## src/rtl/toast_ex_stage_md_pkg.sv

```systemverilog
// Shared encodings for the toast execute stage with its iterative multiply/divide unit:
// M-extension funct3 codes, muldiv FSM states, forwarding selects and ALU op codes.
package toast_ex_stage_md_pkg;

  localparam logic [2:0] MD_MUL    = 3'b000;
  localparam logic [2:0] MD_MULH   = 3'b001;
  localparam logic [2:0] MD_MULHSU = 3'b010;
  localparam logic [2:0] MD_MULHU  = 3'b011;
  localparam logic [2:0] MD_DIV    = 3'b100;
  localparam logic [2:0] MD_DIVU   = 3'b101;
  localparam logic [2:0] MD_REM    = 3'b110;
  localparam logic [2:0] MD_REMU   = 3'b111;

  typedef enum logic [1:0] {
    MD_IDLE = 2'b00,
    MD_BUSY = 2'b01,
    MD_DONE = 2'b10
  } md_state_e;

  localparam logic [1:0] FWD_EX = 2'b10;
  localparam logic [1:0] FWD_WB = 2'b01;

  localparam logic [3:0] ALU_ADD   = 4'd0;
  localparam logic [3:0] ALU_SUB   = 4'd1;
  localparam logic [3:0] ALU_SLL   = 4'd2;
  localparam logic [3:0] ALU_SLT   = 4'd3;
  localparam logic [3:0] ALU_SLTU  = 4'd4;
  localparam logic [3:0] ALU_XOR   = 4'd5;
  localparam logic [3:0] ALU_SRL   = 4'd6;
  localparam logic [3:0] ALU_SRA   = 4'd7;
  localparam logic [3:0] ALU_OR    = 4'd8;
  localparam logic [3:0] ALU_AND   = 4'd9;
  localparam logic [3:0] ALU_EQ    = 4'd10;
  localparam logic [3:0] ALU_PASS2 = 4'd11;

  function automatic logic md_is_mul(input logic [2:0] op);
    return (op[2] == 1'b0);
  endfunction

  function automatic logic md_a_signed(input logic [2:0] op);
    return (op == MD_MULH) || (op == MD_MULHSU) || (op == MD_DIV) || (op == MD_REM);
  endfunction

  function automatic logic md_b_signed(input logic [2:0] op);
    return (op == MD_MULH) || (op == MD_DIV) || (op == MD_REM);
  endfunction

endpackage

```

## src/rtl/toast_ex_stage_md_muldiv.sv

```systemverilog
// Iterative RV32M/RV64M unit: shift-add multiply and restoring divide on operand
// magnitudes, one bit per cycle, with the sign fixed up when the result is selected.
module toast_ex_stage_md_muldiv
  import toast_ex_stage_md_pkg::*;
#(
  parameter int XLEN = 32
) (
  input  logic            clk_i,
  input  logic            resetn_i,
  input  logic            start_i,
  input  logic            flush_i,
  input  logic [2:0]      op_i,
  input  logic [XLEN-1:0] a_i,
  input  logic [XLEN-1:0] b_i,
  output logic            busy_o,
  output logic            done_o,
  output logic [XLEN-1:0] result_o
);

  localparam int CNT_W = $clog2(XLEN) + 1;

  md_state_e         state_q, state_d;
  logic [CNT_W-1:0]  cnt_q, cnt_d;
  logic [XLEN-1:0]   hi_q, hi_d, lo_q, lo_d, mb_q, mb_d;
  logic [2:0]        op_q, op_d;
  logic              neg_q, neg_d, rneg_q, rneg_d;

  logic              sa_s, sb_s;
  logic [XLEN-1:0]   ma_s, mb_s;
  logic [XLEN:0]     sum_s, shifted_s, diff_s;
  logic [2*XLEN-1:0] prod_s;

  // Operand signs and magnitudes taken at entry
  always_comb begin
    sa_s = md_a_signed(op_i) & a_i[XLEN-1];
    sb_s = md_b_signed(op_i) & b_i[XLEN-1];
    ma_s = sa_s ? -a_i : a_i;
    mb_s = sb_s ? -b_i : b_i;
  end

  // hi:lo is the running product for multiplies and remainder:quotient for divides
  always_comb begin
    state_d   = state_q;
    cnt_d     = cnt_q;
    hi_d      = hi_q;
    lo_d      = lo_q;
    mb_d      = mb_q;
    op_d      = op_q;
    neg_d     = neg_q;
    rneg_d    = rneg_q;
    sum_s     = {1'b0, hi_q} + (lo_q[0] ? {1'b0, mb_q} : {(XLEN+1){1'b0}});
    shifted_s = {hi_q, lo_q[XLEN-1]};
    diff_s    = shifted_s - {1'b0, mb_q};
    if (flush_i) begin
      state_d = MD_IDLE;
      cnt_d   = '0;
    end else begin
      case (state_q)
        MD_IDLE: begin
          if (start_i) begin
            state_d = MD_BUSY;
            cnt_d   = '0;
            hi_d    = '0;
            lo_d    = ma_s;
            mb_d    = mb_s;
            op_d    = op_i;
            // a zero divisor must keep the all-ones quotient unsigned-looking
            neg_d   = md_is_mul(op_i) ? (sa_s ^ sb_s) : ((sa_s ^ sb_s) & (b_i != '0));
            rneg_d  = sa_s;
          end else begin
            state_d = MD_IDLE;
          end
        end
        MD_BUSY: begin
          if (md_is_mul(op_q)) begin
            {hi_d, lo_d} = {sum_s, lo_q[XLEN-1:1]};
          end else if (shifted_s >= {1'b0, mb_q}) begin
            hi_d = diff_s[XLEN-1:0];
            lo_d = {lo_q[XLEN-2:0], 1'b1};
          end else begin
            hi_d = shifted_s[XLEN-1:0];
            lo_d = {lo_q[XLEN-2:0], 1'b0};
          end
          cnt_d = cnt_q + CNT_W'(1);
          if (cnt_q == CNT_W'(XLEN - 1)) begin
            state_d = MD_DONE;
          end else begin
            state_d = MD_BUSY;
          end
        end
        MD_DONE: begin
          state_d = MD_IDLE;
          cnt_d   = '0;
        end
        default: begin
          state_d = MD_IDLE;
          cnt_d   = '0;
        end
      endcase
    end
  end

  // Sign-corrected result selection
  always_comb begin
    if (neg_q) begin
      prod_s = -{hi_q, lo_q};
    end else begin
      prod_s = {hi_q, lo_q};
    end
    case (op_q)
      MD_MUL:                       result_o = prod_s[XLEN-1:0];
      MD_MULH, MD_MULHSU, MD_MULHU: result_o = prod_s[2*XLEN-1:XLEN];
      MD_DIV, MD_DIVU:              result_o = neg_q ? -lo_q : lo_q;
      MD_REM, MD_REMU:              result_o = rneg_q ? -hi_q : hi_q;
      default:                      result_o = '0;
    endcase
  end

  assign busy_o = (state_q == MD_BUSY);
  assign done_o = (state_q == MD_DONE);

  // FSM, counter and shift registers
  always_ff @(posedge clk_i or negedge resetn_i) begin
    if (!resetn_i) begin
      state_q <= MD_IDLE;
      cnt_q   <= '0;
      hi_q    <= '0;
      lo_q    <= '0;
      mb_q    <= '0;
      op_q    <= 3'b000;
      neg_q   <= 1'b0;
      rneg_q  <= 1'b0;
    end else begin
      state_q <= state_d;
      cnt_q   <= cnt_d;
      hi_q    <= hi_d;
      lo_q    <= lo_d;
      mb_q    <= mb_d;
      op_q    <= op_d;
      neg_q   <= neg_d;
      rneg_q  <= rneg_d;
    end
  end

endmodule

```

## src/rtl/toast_ex_stage_md.sv

```systemverilog
// toast execute stage: operand forwarding, ALU, branch resolve and an iterative M unit
// that stalls ID. Define TOAST_FAST_MUL_EN for single-cycle multiplies (divides stay iterative).
module toast_ex_stage_md
  import toast_ex_stage_md_pkg::*;
#(
  parameter int XLEN       = 32,
  parameter int REG_ADDR_W = 5,
  parameter int MEM_OP_W   = 4
) (
  input  logic                  clk_i,
  input  logic                  resetn_i,
  input  logic                  flush_i,
  output logic                  stall_o,
  input  logic                  ID_mem_wr_en_i,
  input  logic                  ID_mem_rd_en_i,
  input  logic                  ID_memtoreg_i,
  input  logic                  ID_rd_wr_en_i,
  input  logic                  ID_jump_en_i,
  input  logic                  ID_branch_flag_i,
  input  logic                  ID_exception_i,
  input  logic                  ID_md_en_i,
  input  logic [MEM_OP_W-1:0]   ID_mem_op_i,
  input  logic [REG_ADDR_W-1:0] ID_rd_addr_i,
  input  logic [REG_ADDR_W-1:0] ID_rs2_addr_i,
  input  logic [1:0]            ID_branch_op_i,
  input  logic [2:0]            ID_md_op_i,
  input  logic [3:0]            ID_alu_ctrl_i,
  input  logic [1:0]            ID_alu_source_sel_i,
  input  logic [1:0]            forwardA_i,
  input  logic [1:0]            forwardB_i,
  input  logic [XLEN-1:0]       ID_pc_i,
  input  logic [XLEN-1:0]       ID_pc_dest_i,
  input  logic [XLEN-1:0]       ID_rs1_data_i,
  input  logic [XLEN-1:0]       ID_rs2_data_i,
  input  logic [XLEN-1:0]       ID_imm1_i,
  input  logic [XLEN-1:0]       ID_imm2_i,
  input  logic [XLEN-1:0]       WB_rd_wr_data_i,
  output logic                  EX_mem_wr_en_o,
  output logic                  EX_mem_rd_en_o,
  output logic                  EX_memtoreg_o,
  output logic                  EX_rd_wr_en_o,
  output logic                  EX_branch_en_o,
  output logic                  EX_exception_o,
  output logic [MEM_OP_W-1:0]   EX_mem_op_o,
  output logic [REG_ADDR_W-1:0] EX_rd_addr_o,
  output logic [REG_ADDR_W-1:0] EX_rs2_addr_o,
  output logic [XLEN-1:0]       EX_alu_result_o,
  output logic [XLEN-1:0]       EX_rs2_data_o,
  output logic [XLEN-1:0]       EX_pc_dest_o
);

  localparam int SH_W = $clog2(XLEN);
  localparam logic [XLEN-1:0] ONE_C  = {{(XLEN-1){1'b0}}, 1'b1};
  localparam logic [XLEN-1:0] FOUR_C = {{(XLEN-3){1'b0}}, 3'b100};

  logic [XLEN-1:0]       op1_s, op2_s, rs2_fwd_s, alu_s, md_result_s, fast_res_s;
  logic [SH_W-1:0]       shamt_s;
  logic                  md_busy_s, md_done_s, md_legal_s, fast_mul_s, md_start_s, stall_s;
  logic [4:0]            id_ctrl_s, ctrl_q, ctrl_d;
  logic [MEM_OP_W-1:0]   mem_op_q, mem_op_d;
  logic [REG_ADDR_W-1:0] rd_addr_q, rd_addr_d, rs2_addr_q, rs2_addr_d;
  logic                  branch_en_q, branch_en_d;
  logic [XLEN-1:0]       alu_q, alu_d, rs2_data_q, rs2_data_d, pc_dest_q, pc_dest_d;
  logic [XLEN-1:0]       rs2_hold_q, rs2_hold_d;
  logic                  unused_pc_s;

  // the PC reaches EX already folded into imm1 by the decoder
  assign unused_pc_s = ^ID_pc_i;

  // Operand selection: jump forms the link address, otherwise forwarding beats rs/imm
  always_comb begin
    case (forwardB_i)
      FWD_EX:  rs2_fwd_s = alu_q;
      FWD_WB:  rs2_fwd_s = WB_rd_wr_data_i;
      default: rs2_fwd_s = ID_rs2_data_i;
    endcase
    if (ID_jump_en_i) begin
      op1_s = ID_imm1_i;
      op2_s = FOUR_C;
    end else begin
      case (forwardA_i)
        FWD_EX:  op1_s = alu_q;
        FWD_WB:  op1_s = WB_rd_wr_data_i;
        default: op1_s = ID_alu_source_sel_i[1] ? ID_imm1_i : ID_rs1_data_i;
      endcase
      case (forwardB_i)
        FWD_EX:  op2_s = alu_q;
        FWD_WB:  op2_s = WB_rd_wr_data_i;
        default: op2_s = ID_alu_source_sel_i[0] ? ID_imm2_i : ID_rs2_data_i;
      endcase
    end
  end

  // ALU
  always_comb begin
    shamt_s = op2_s[SH_W-1:0];
    case (ID_alu_ctrl_i)
      ALU_ADD:   alu_s = op1_s + op2_s;
      ALU_SUB:   alu_s = op1_s - op2_s;
      ALU_SLL:   alu_s = op1_s << shamt_s;
      ALU_SLT:   alu_s = ($signed(op1_s) < $signed(op2_s)) ? ONE_C : '0;
      ALU_SLTU:  alu_s = (op1_s < op2_s) ? ONE_C : '0;
      ALU_XOR:   alu_s = op1_s ^ op2_s;
      ALU_SRL:   alu_s = op1_s >> shamt_s;
      ALU_SRA:   alu_s = $unsigned($signed(op1_s) >>> shamt_s);
      ALU_OR:    alu_s = op1_s | op2_s;
      ALU_AND:   alu_s = op1_s & op2_s;
      ALU_EQ:    alu_s = (op1_s == op2_s) ? ONE_C : '0;
      ALU_PASS2: alu_s = op2_s;
      default:   alu_s = '0;
    endcase
  end

  assign md_legal_s = ID_md_en_i & ~ID_jump_en_i & ~ID_branch_op_i[1];

`ifdef TOAST_FAST_MUL_EN
  logic [2*XLEN-1:0] fast_a_s, fast_b_s, fast_prod_s;

  // Single-cycle 2*XLEN product for the multiply group
  always_comb begin
    fast_mul_s  = md_legal_s & md_is_mul(ID_md_op_i);
    fast_a_s    = md_a_signed(ID_md_op_i) ? {{XLEN{op1_s[XLEN-1]}}, op1_s} : {{XLEN{1'b0}}, op1_s};
    fast_b_s    = md_b_signed(ID_md_op_i) ? {{XLEN{op2_s[XLEN-1]}}, op2_s} : {{XLEN{1'b0}}, op2_s};
    fast_prod_s = fast_a_s * fast_b_s;
    if (ID_md_op_i == MD_MUL) begin
      fast_res_s = fast_prod_s[XLEN-1:0];
    end else begin
      fast_res_s = fast_prod_s[2*XLEN-1:XLEN];
    end
  end
`else
  assign fast_mul_s = 1'b0;
  assign fast_res_s = '0;
`endif

  assign md_start_s = resetn_i & ~md_busy_s & ~md_done_s & md_legal_s & ~fast_mul_s & ~flush_i;
  assign stall_s    = resetn_i & (md_start_s | md_busy_s) & ~flush_i;
  assign stall_o    = stall_s;

  toast_ex_stage_md_muldiv #(.XLEN(XLEN)) u_muldiv (
    .clk_i    (clk_i),
    .resetn_i (resetn_i),
    .start_i  (md_start_s),
    .flush_i  (flush_i),
    .op_i     (ID_md_op_i),
    .a_i      (op1_s),
    .b_i      (op2_s),
    .busy_o   (md_busy_s),
    .done_o   (md_done_s),
    .result_o (md_result_s)
  );

  assign id_ctrl_s = {ID_mem_wr_en_i, ID_mem_rd_en_i, ID_memtoreg_i, ID_rd_wr_en_i, ID_exception_i};

  // Next EX/MEM contents: flush, M-op completion, bubble, or normal single-cycle op
  always_comb begin
    ctrl_d      = ctrl_q;
    mem_op_d    = mem_op_q;
    rd_addr_d   = rd_addr_q;
    rs2_addr_d  = rs2_addr_q;
    branch_en_d = branch_en_q;
    alu_d       = alu_q;
    rs2_data_d  = rs2_data_q;
    pc_dest_d   = pc_dest_q;
    rs2_hold_d  = rs2_hold_q;
    if (flush_i) begin
      ctrl_d      = '0;
      mem_op_d    = '0;
      rd_addr_d   = '0;
      rs2_addr_d  = '0;
      branch_en_d = 1'b0;
      alu_d       = '0;
      rs2_data_d  = '0;
    end else if (md_done_s) begin
      ctrl_d      = id_ctrl_s;
      mem_op_d    = ID_mem_op_i;
      rd_addr_d   = ID_rd_addr_i;
      rs2_addr_d  = ID_rs2_addr_i;
      branch_en_d = 1'b0;
      alu_d       = md_result_s;
      rs2_data_d  = rs2_hold_q;
      pc_dest_d   = ID_pc_dest_i;
    end else if (stall_s) begin
      ctrl_d      = '0;
      mem_op_d    = '0;
      rd_addr_d   = '0;
      rs2_addr_d  = '0;
      branch_en_d = 1'b0;
      pc_dest_d   = ID_pc_dest_i;
      if (md_start_s) begin
        rs2_hold_d = rs2_fwd_s;
      end else begin
        rs2_hold_d = rs2_hold_q;
      end
    end else begin
      ctrl_d      = id_ctrl_s;
      mem_op_d    = ID_mem_op_i;
      rd_addr_d   = ID_rd_addr_i;
      rs2_addr_d  = ID_rs2_addr_i;
      branch_en_d = ID_branch_op_i[1] & ~ID_jump_en_i & ((alu_s == ONE_C) ^ ID_branch_flag_i);
      alu_d       = fast_mul_s ? fast_res_s : alu_s;
      rs2_data_d  = rs2_fwd_s;
      pc_dest_d   = ID_pc_dest_i;
    end
  end

  // EX/MEM pipeline register
  always_ff @(posedge clk_i or negedge resetn_i) begin
    if (!resetn_i) begin
      ctrl_q      <= '0;
      mem_op_q    <= '0;
      rd_addr_q   <= '0;
      rs2_addr_q  <= '0;
      branch_en_q <= 1'b0;
      alu_q       <= '0;
      rs2_data_q  <= '0;
      pc_dest_q   <= '0;
      rs2_hold_q  <= '0;
    end else begin
      ctrl_q      <= ctrl_d;
      mem_op_q    <= mem_op_d;
      rd_addr_q   <= rd_addr_d;
      rs2_addr_q  <= rs2_addr_d;
      branch_en_q <= branch_en_d;
      alu_q       <= alu_d;
      rs2_data_q  <= rs2_data_d;
      pc_dest_q   <= pc_dest_d;
      rs2_hold_q  <= rs2_hold_d;
    end
  end

  assign {EX_mem_wr_en_o, EX_mem_rd_en_o, EX_memtoreg_o, EX_rd_wr_en_o, EX_exception_o} = ctrl_q;
  assign EX_mem_op_o     = mem_op_q;
  assign EX_rd_addr_o    = rd_addr_q;
  assign EX_rs2_addr_o   = rs2_addr_q;
  assign EX_branch_en_o  = branch_en_q;
  assign EX_alu_result_o = alu_q;
  assign EX_rs2_data_o   = rs2_data_q;
  assign EX_pc_dest_o    = pc_dest_q;

endmodule

```

## config.mk

```make
export PLATFORM = sky130hd
export DESIGN_NAME = toast_ex_stage_md
export DESIGN_NICKNAME = d
export VERILOG_FILES = /design/src/rtl/toast_ex_stage_md_pkg.sv /design/src/rtl/toast_ex_stage_md_muldiv.sv /design/src/rtl/toast_ex_stage_md.sv
export SDC_FILE = /design/constraint.sdc
export NUM_CORES = 2
export LEC_CHECK = 0
export CORE_MARGIN = 2
export CORE_UTILIZATION = 39
export DETAILED_ROUTE_END_ITERATION = 6
export GPL_TIMING_DRIVEN = 0
export HOLD_SLACK_MARGIN = 0.08
export PLACE_DENSITY_LB_ADDON = 0.05
export SETUP_SLACK_MARGIN = 0.3
export SLEW_MARGIN = 10
export SYNTH_ARGS = -nofsm -noshare
export SYNTH_HDL_FRONTEND = slang
export SYNTH_SLANG_ARGS = --single-unit
```

## constraint.sdc

```tcl
create_clock -name clk_i -period 6.8 [get_ports clk_i]
set_clock_uncertainty 0.1 [all_clocks]
set_input_delay 1.36 -clock clk_i [delete_from_list [all_inputs] [get_ports clk_i]]
set_output_delay 1.36 -clock clk_i [all_outputs]
set_load 0.01 [all_outputs]
```

# After elaboration in Yosys (flattened, before gate mapping)
# Cells that the tools add are included.
[word_totals]
output_inout_bits = 117
ram_bits = 0
mem_bits_ro = 0
latchBits = 0
ff_bits = 257
mem_count = 0
[classes]
div = 0
n_addsub = 10
n_eq_ne = 34
reduce_logical = 16
n_mux = 55
multipliers = 0
shift = 3
magnitude_cmp = 3
bitwise_logic = 24
[op_table]
columns = ["cell", "n"]
rows = [
  ["$mux 32", 20],
  ["$pmux 32 s12", 1],
  ["$pmux 32 s2", 5],
  ["$neg 32->32", 4],
  ["$pmux 32 s4", 1],
  ["$lt 32x32->1", 2],
  ["$mux 64", 1],
  ["$neg 64->64", 1],
  ["$sub 32x32->32", 2],
  ["$mux 5", 9],
  ["$add 32x32->33", 1],
  ["$ge 33x32->1", 1],
  ["$add 32x32->32", 1],
  ["$and 32x32->32", 1],
  ["$eq 32x1->1 const B", 1],
  ["$eq 32x32->1", 1],
  ["$or 32x32->32", 1],
  ["$reduce_bool 32->1", 1],
  ["$shl 32x5->32", 1],
  ["$shr 32x5->32", 1],
  ["$sshr 32x5->32", 1],
  ["$xor 32x32->32", 1],
  ["$eq 3x3->1 const B", 6],
  ["$eq 4x3->1 const B", 4],
  ["31 further kinds", 77],
]

# Longest topological paths before layout
[depth]
depth_word = 12
mapped_depth = 25
mapped_depth_nobuf = 22

# Cells and area by module
# Synthesis repeated with hierarchy kept, for this count alone.
[unflattened]
cells_unflattened = 4197
area_unflattened_um2 = 30954.7
[modules_own_cells]
columns = ["module", "area_per_inst_um2", "seq_area_each_um2", "instances", "cells_each"]
rows = [
  ["toast_ex_stage_md", 18514.0, 3703.6, 1, 2503],
  ["toast_ex_stage_md_muldiv", 12440.7, 2727.6, 1, 1694],
]

# Worst setup path before layout
# Ideal clock, no wire load.
[synth_timing]
path_type = "input -> register"
start = "input port ID_alu_source_sel_i[0]"
end = "register branch_en_q, in the netlist EX_branch_en_o"
required_time_ps = 6621
slack_ps = -475
arrival_ps = 7096
setup_ps = 79
stages = 24
path_cell_list = "clkbuf_1 clkbuf_1 mux2_2 o22ai_1 clkbuf_1 clkbuf_1 buf_1 clkbuf_1 ha_1 clkbuf_1 nand2b_1 a211oi_1 o21ai_0 a311oi_1 o21ai_0 o21bai_1 a211oi_1 a211o_1 a211oi_1 or3b_2 nor4_1 nand4b_1 nor2_1 mux2i_1"
[synth_via]
elab_chain_len = 12
elab_cells_between_ends = 24
[synth_rtl]
columns = ["item", "line", "source"]
rows = [
  ["start: declaration", "toast_ex_stage_md.sv:28", "input logic [1:0] ID_alu_source_sel_i,"],
  ["$mux 32 (*)", "toast_ex_stage_md.sv:89", "default: op2_s = ID_alu_source_sel_i[0] ? ID_imm2_i : ID_rs2_data_i;"],
  ["$pmux 32 s2 (*)", "toast_ex_stage_md.sv:86", "case (forwardB_i)"],
  ["$mux 32 (*)", "toast_ex_stage_md.sv:77", "if (ID_jump_en_i) begin"],
  ["$lt 32x32->1 (tied with other cells)", "toast_ex_stage_md.sv:102", "ALU_SLTU: alu_s = (op1_s < op2_s) ? ONE_C : '0;"],
  ["$mux 1, on equally long branches", "toast_ex_stage_md.sv:102, toast_ex_stage_md.sv:101, toast_ex_stage_md.sv:108", ""],
  ["$pmux 32 s12 (*)", "toast_ex_stage_md.sv:97", "case (ID_alu_ctrl_i)"],
  ["$eq 32x1->1 (*)", "toast_ex_stage_md.sv:200", "branch_en_d = ID_branch_op_i[1] & ~ID_jump_en_i & ((alu_s == ONE_C) ^ ID_branch_flag_i);"],
  ["$xor 1x1->1 (*)", "toast_ex_stage_md.sv:200", ""],
  ["$and 1x1->1 (*)", "toast_ex_stage_md.sv:200", ""],
  ["$mux 1 (*)", "toast_ex_stage_md.sv:183", "end else if (stall_s) begin"],
  ["$mux 1 (*)", "toast_ex_stage_md.sv:174", "end else if (md_done_s) begin"],
  ["$mux 1 (*)", "toast_ex_stage_md.sv:166", "if (flush_i) begin"],
  ["via branch_en_d", "toast_ex_stage_md.sv:62", "logic branch_en_q, branch_en_d;"],
  ["end signal: assignment", "toast_ex_stage_md.sv:224", "branch_en_q <= branch_en_d;"],
  ["end: declaration", "toast_ex_stage_md.sv:62", ""],
]
# The timed path passes the listed nets; every way through them passes the cells marked *.
# A chain may end at the register's enable or synchronous reset.

# Final worst setup path
[layout_timing]
start = "input port ID_rs2_data_i[5]"
end = "register branch_en_q, in the netlist EX_branch_en_o"
[layout_via]
elab_chain_len = 12
elab_cells_between_ends = 21
[layout_rtl]
columns = ["item", "line", "source"]
rows = [
  ["start: declaration", "toast_ex_stage_md.sv:34", "input logic [XLEN-1:0] ID_rs2_data_i,"],
  ["$mux 32 (*)", "toast_ex_stage_md.sv:89", ""],
  ["$pmux 32 s2 (*)", "toast_ex_stage_md.sv:86", ""],
  ["$mux 32 (*)", "toast_ex_stage_md.sv:77", ""],
  ["$lt 32x32->1 (tied with other cells)", "toast_ex_stage_md.sv:102", ""],
  ["$mux 1, on equally long branches", "toast_ex_stage_md.sv:102, toast_ex_stage_md.sv:101, toast_ex_stage_md.sv:108", ""],
  ["$pmux 32 s12 (*)", "toast_ex_stage_md.sv:97", ""],
  ["$eq 32x1->1 (*)", "toast_ex_stage_md.sv:200", ""],
  ["$xor 1x1->1 (*)", "toast_ex_stage_md.sv:200", ""],
  ["$and 1x1->1 (*)", "toast_ex_stage_md.sv:200", ""],
  ["$mux 1 (*)", "toast_ex_stage_md.sv:183", ""],
  ["$mux 1 (*)", "toast_ex_stage_md.sv:174", ""],
  ["$mux 1 (*)", "toast_ex_stage_md.sv:166", ""],
  ["via branch_en_d", "toast_ex_stage_md.sv:62", ""],
]
# Marks and branches as above.

==> flow_metrics.tcl <==
set metrics [dict create \
    clkTransAtPathRegs_ps 70 \
    power_density_nw_per_um2 291.7 \
    crit_arrival_ps 7160 \
    grt_max_degree 107 \
    yosysTopAreaCellShare 0.2146 \
    grt_usage 0.4840 \
    yosysWarningCount 0 \
    peakVddDrop_mv 0.2944 \
    fmax_mhz 148.1 \
    ys.flop_type "dfrtp_1" \
    wl_um 200000 \
    grt_pass1_wl_um 271700 \
    yosysTopAreaCell "dfrtp_1" \
    cp.required_ps 7200 \
    timing.final.crit_share 0.9931 \
    vias_per_cell 6.838 \
    hpwl_um 153800 \
    grt_setup_unrepaired "true" \
    syn_area_um2 29970 \
    power.total_w 0.01149 \
    syn_inst 4162 \
    wl_per_cell_um 34.87 \
    antenna_found_initial 8 \
    grt_pass1_vias 35840 \
    vias 39210 \
    layout-drive-gt1-share 0.1439 \
    firstDrtPassIters 7 \
    design_area_um2 39410 \
    clk_latency_ps 580 \
    synthTopCellsByArea "dfrtp_1 (21%), ha_1 (7.5%), nand2_1 (6.1%)" \
    r2r_slack_ps 860 \
    worstSetupPathType "in2reg" \
    portBuffers 344 \
    boundaryPins 381 \
    numCtsBuffers 27 \
    instances_no_fill 5734 \
    dp_cells 5563 \
    endpoint_kind "register" \
    leakage_nw 16.02 \
    drv_cap 1 \
    ant_nets 0 \
    min_path_type "reg2reg" \
    setup_ws_ps 47.01 \
    whs_path_depth 2 \
    slew_headroom 0.02497 \
    crit_fanout 10 \
    violations "DRC, capacitance limit" \
    syn_nets 4609 \
    drt-initial-drc-count 6397 \
    drc 9 \
    synth_cell_types 78 \
    startpoint_type "primary input" \
    min_period_ps 6753 \
    synthArstFlopShare 1.000 \
    setup_viol 0 \
    cts_max_level 1 \
    worst_pin_slew_ps 1449 \
    slew_violations 0 \
    ys_seq_elements 257 \
    seq_area_frac_synth 0.2146 \
    cts_tree "yes" \
    reg2reg_depth 16 \
    clock_sinks 257 \
    outcome "complete, but fails checks" \
    initial_core_util 0.3946 \
    clockBufferDepth 3 \
    nNetsFinal 5125 \
    die_h_um 281.2 \
    ctsHoldBuffers 0 \
    fp.dieW_um 281.2 \
    synth_edf_count 0 \
    core_um2 75950 \
    overflow 0 \
    syn2layout_area_growth_pct 31.49 \
    die_area_um2 79080 \
    num_rows 101 \
    place.gp.congestion 1.150 \
    dpl-instance-area_um2 35310 \
    holdWs_ps 375.7 \
    hold_viol_final 0 \
    avgSynthCellArea_um2 7.201 \
    place_ws_ps -3590 \
    cts_root_buffer "clkbuf_16" \
]
[worst paths after layout]
check | to | from
hold reg to reg | rs2_hold_q[19] | rs2_hold_q[19]
min in group asynchronous | u_muldiv.hi_q[13] | resetn_i
setup reg to reg | EX_branch_en_o | EX_alu_result_o[0]
max in group asynchronous | EX_rs2_data_o[24] | resetn_i
setup / recovery | EX_branch_en_o | ID_rs2_data_i[5]
hold / removal | rs2_hold_q[19] | rs2_hold_q[19]
[layout by cell type (no fill, tap or decap), types with 147 or more instances in the layout]
cell type	n
xnor2_1	147
inv_1	160
clkbuf_1	164
nor2_1	397
ha_1	165
a21oi_1	330
o21ai_0	294
nand2_1	485
clkdlybuf4s50_1	335
dfrtp_1	257
[layout make-up]
type	count	area, um^2
Multi-Input combinational cell	3417	23340
Clock buffer	38	797.0
Timing Repair Buffer	488	4757
Antenna cell	6	15.01
Clock inverter	11	176.4
Sequential cell	257	6431
Fill cell	7524	36540
Inverter	180	699.4
Buffer	307	1896
Tap cell	1030	1289
[flip-flops by register name, indices dropped and copies added, names as in the netlist, 6 cells and up]
name	count
u_muldiv.hi_q	32
EX_alu_result_o	32
EX_pc_dest_o	32
u_muldiv.mb_q	32
u_muldiv.lo_q	32
EX_rs2_data_o	32
u_muldiv.cnt_q	6
rs2_hold_q	32
[synth_stat cells (all sizes together), types with 18 or more instances]
master / count
o21ai: 330
nor4: 37
nor2b: 26
nor2: 422
o22ai: 77
buf: 47
ha: 179
a311oi: 38
a21o: 48
or3: 38
xnor2: 147
o221ai: 26
a2111oi: 18
a21boi: 30
a21oi: 341
a31oi: 57
xor2: 67
nand4: 35
or2: 27
dfrtp: 257
nand2: 490
clkbuf: 261
and2: 36
nand2b: 43
inv: 177
mux2: 46
a221oi: 70
o31ai: 32
nor3: 131
o211ai: 54
or3b: 25
o21bai: 30
mux2i: 100
a211oi: 92
a22oi: 72
nand3: 68
[where the power goes]
part | switching [W] | leakage (nW) | internal, W
logic | 0.00476 | 12.3 | 0.00271
clock network | 0.000680 | 0.486 | 0.000973
registers | 0.000541 | 3.28 | 0.00183
total | 0.00598 | 16.0 | 0.00551
[routing by layer]
| metal | vias up | global-route usage | wire length, um |
|---|---|---|---|
| met1 | 18800 | 0.5816 | 71240 |
| met5 | - | 0 | 92 |
| met4 | 12 | 0.4116 | 20940 |
| met3 | 944 | 0.1447 | 25300 |
| met2 | 3157 | 0.7049 | 82390 |
| li1 | 16300 | - | - |
[critical path: stages]
cell	delay, ps
clkdlybuf4s50_1	660
mux2i_1	260
o22ai_4	520
inv_1	320
ha_1	460
clkbuf_4	230
nor3_2	70
a211oi_4	340
nand3b_1	190
a31oi_2	260
o31ai_4	150
a211oi_4	540
o211ai_1	290
nor4_1	350
nand3_1	200
nor4_4	330
nand4b_1	190
nor2_4	180
mux2i_1	220
[per-stage QoR]
step             util  setup TNS (ps)
2_1_floorplan       -               0
3_3_place_gp   0.4584        -3446830
3_5_place_dp   0.4649          -84150
4_1_cts        0.5045               0
5_1_grt        0.5186               0
6_report       0.5188               0
[repair_timing]
action                                  in CTS  in global routing
gates cloned                                 0                  3
hold endpoints to repair                     0                  0
resized for setup                          421                206
endpoints found under the setup margin      64                 10
buffers inserted                            59                 54
pin swaps                                   68                 86
[cell families after synthesis]
family	Yosys count	synth area share
mux	148	0.05219
flops	257	0.2146
fa+ha+maj	183	0.07740
xor+xnor	214	0.06254
compound gates	1443	0.3123
simple gates	1429	0.2191
buf+inv	488	0.06183
(Power assumes the default switching activity.)
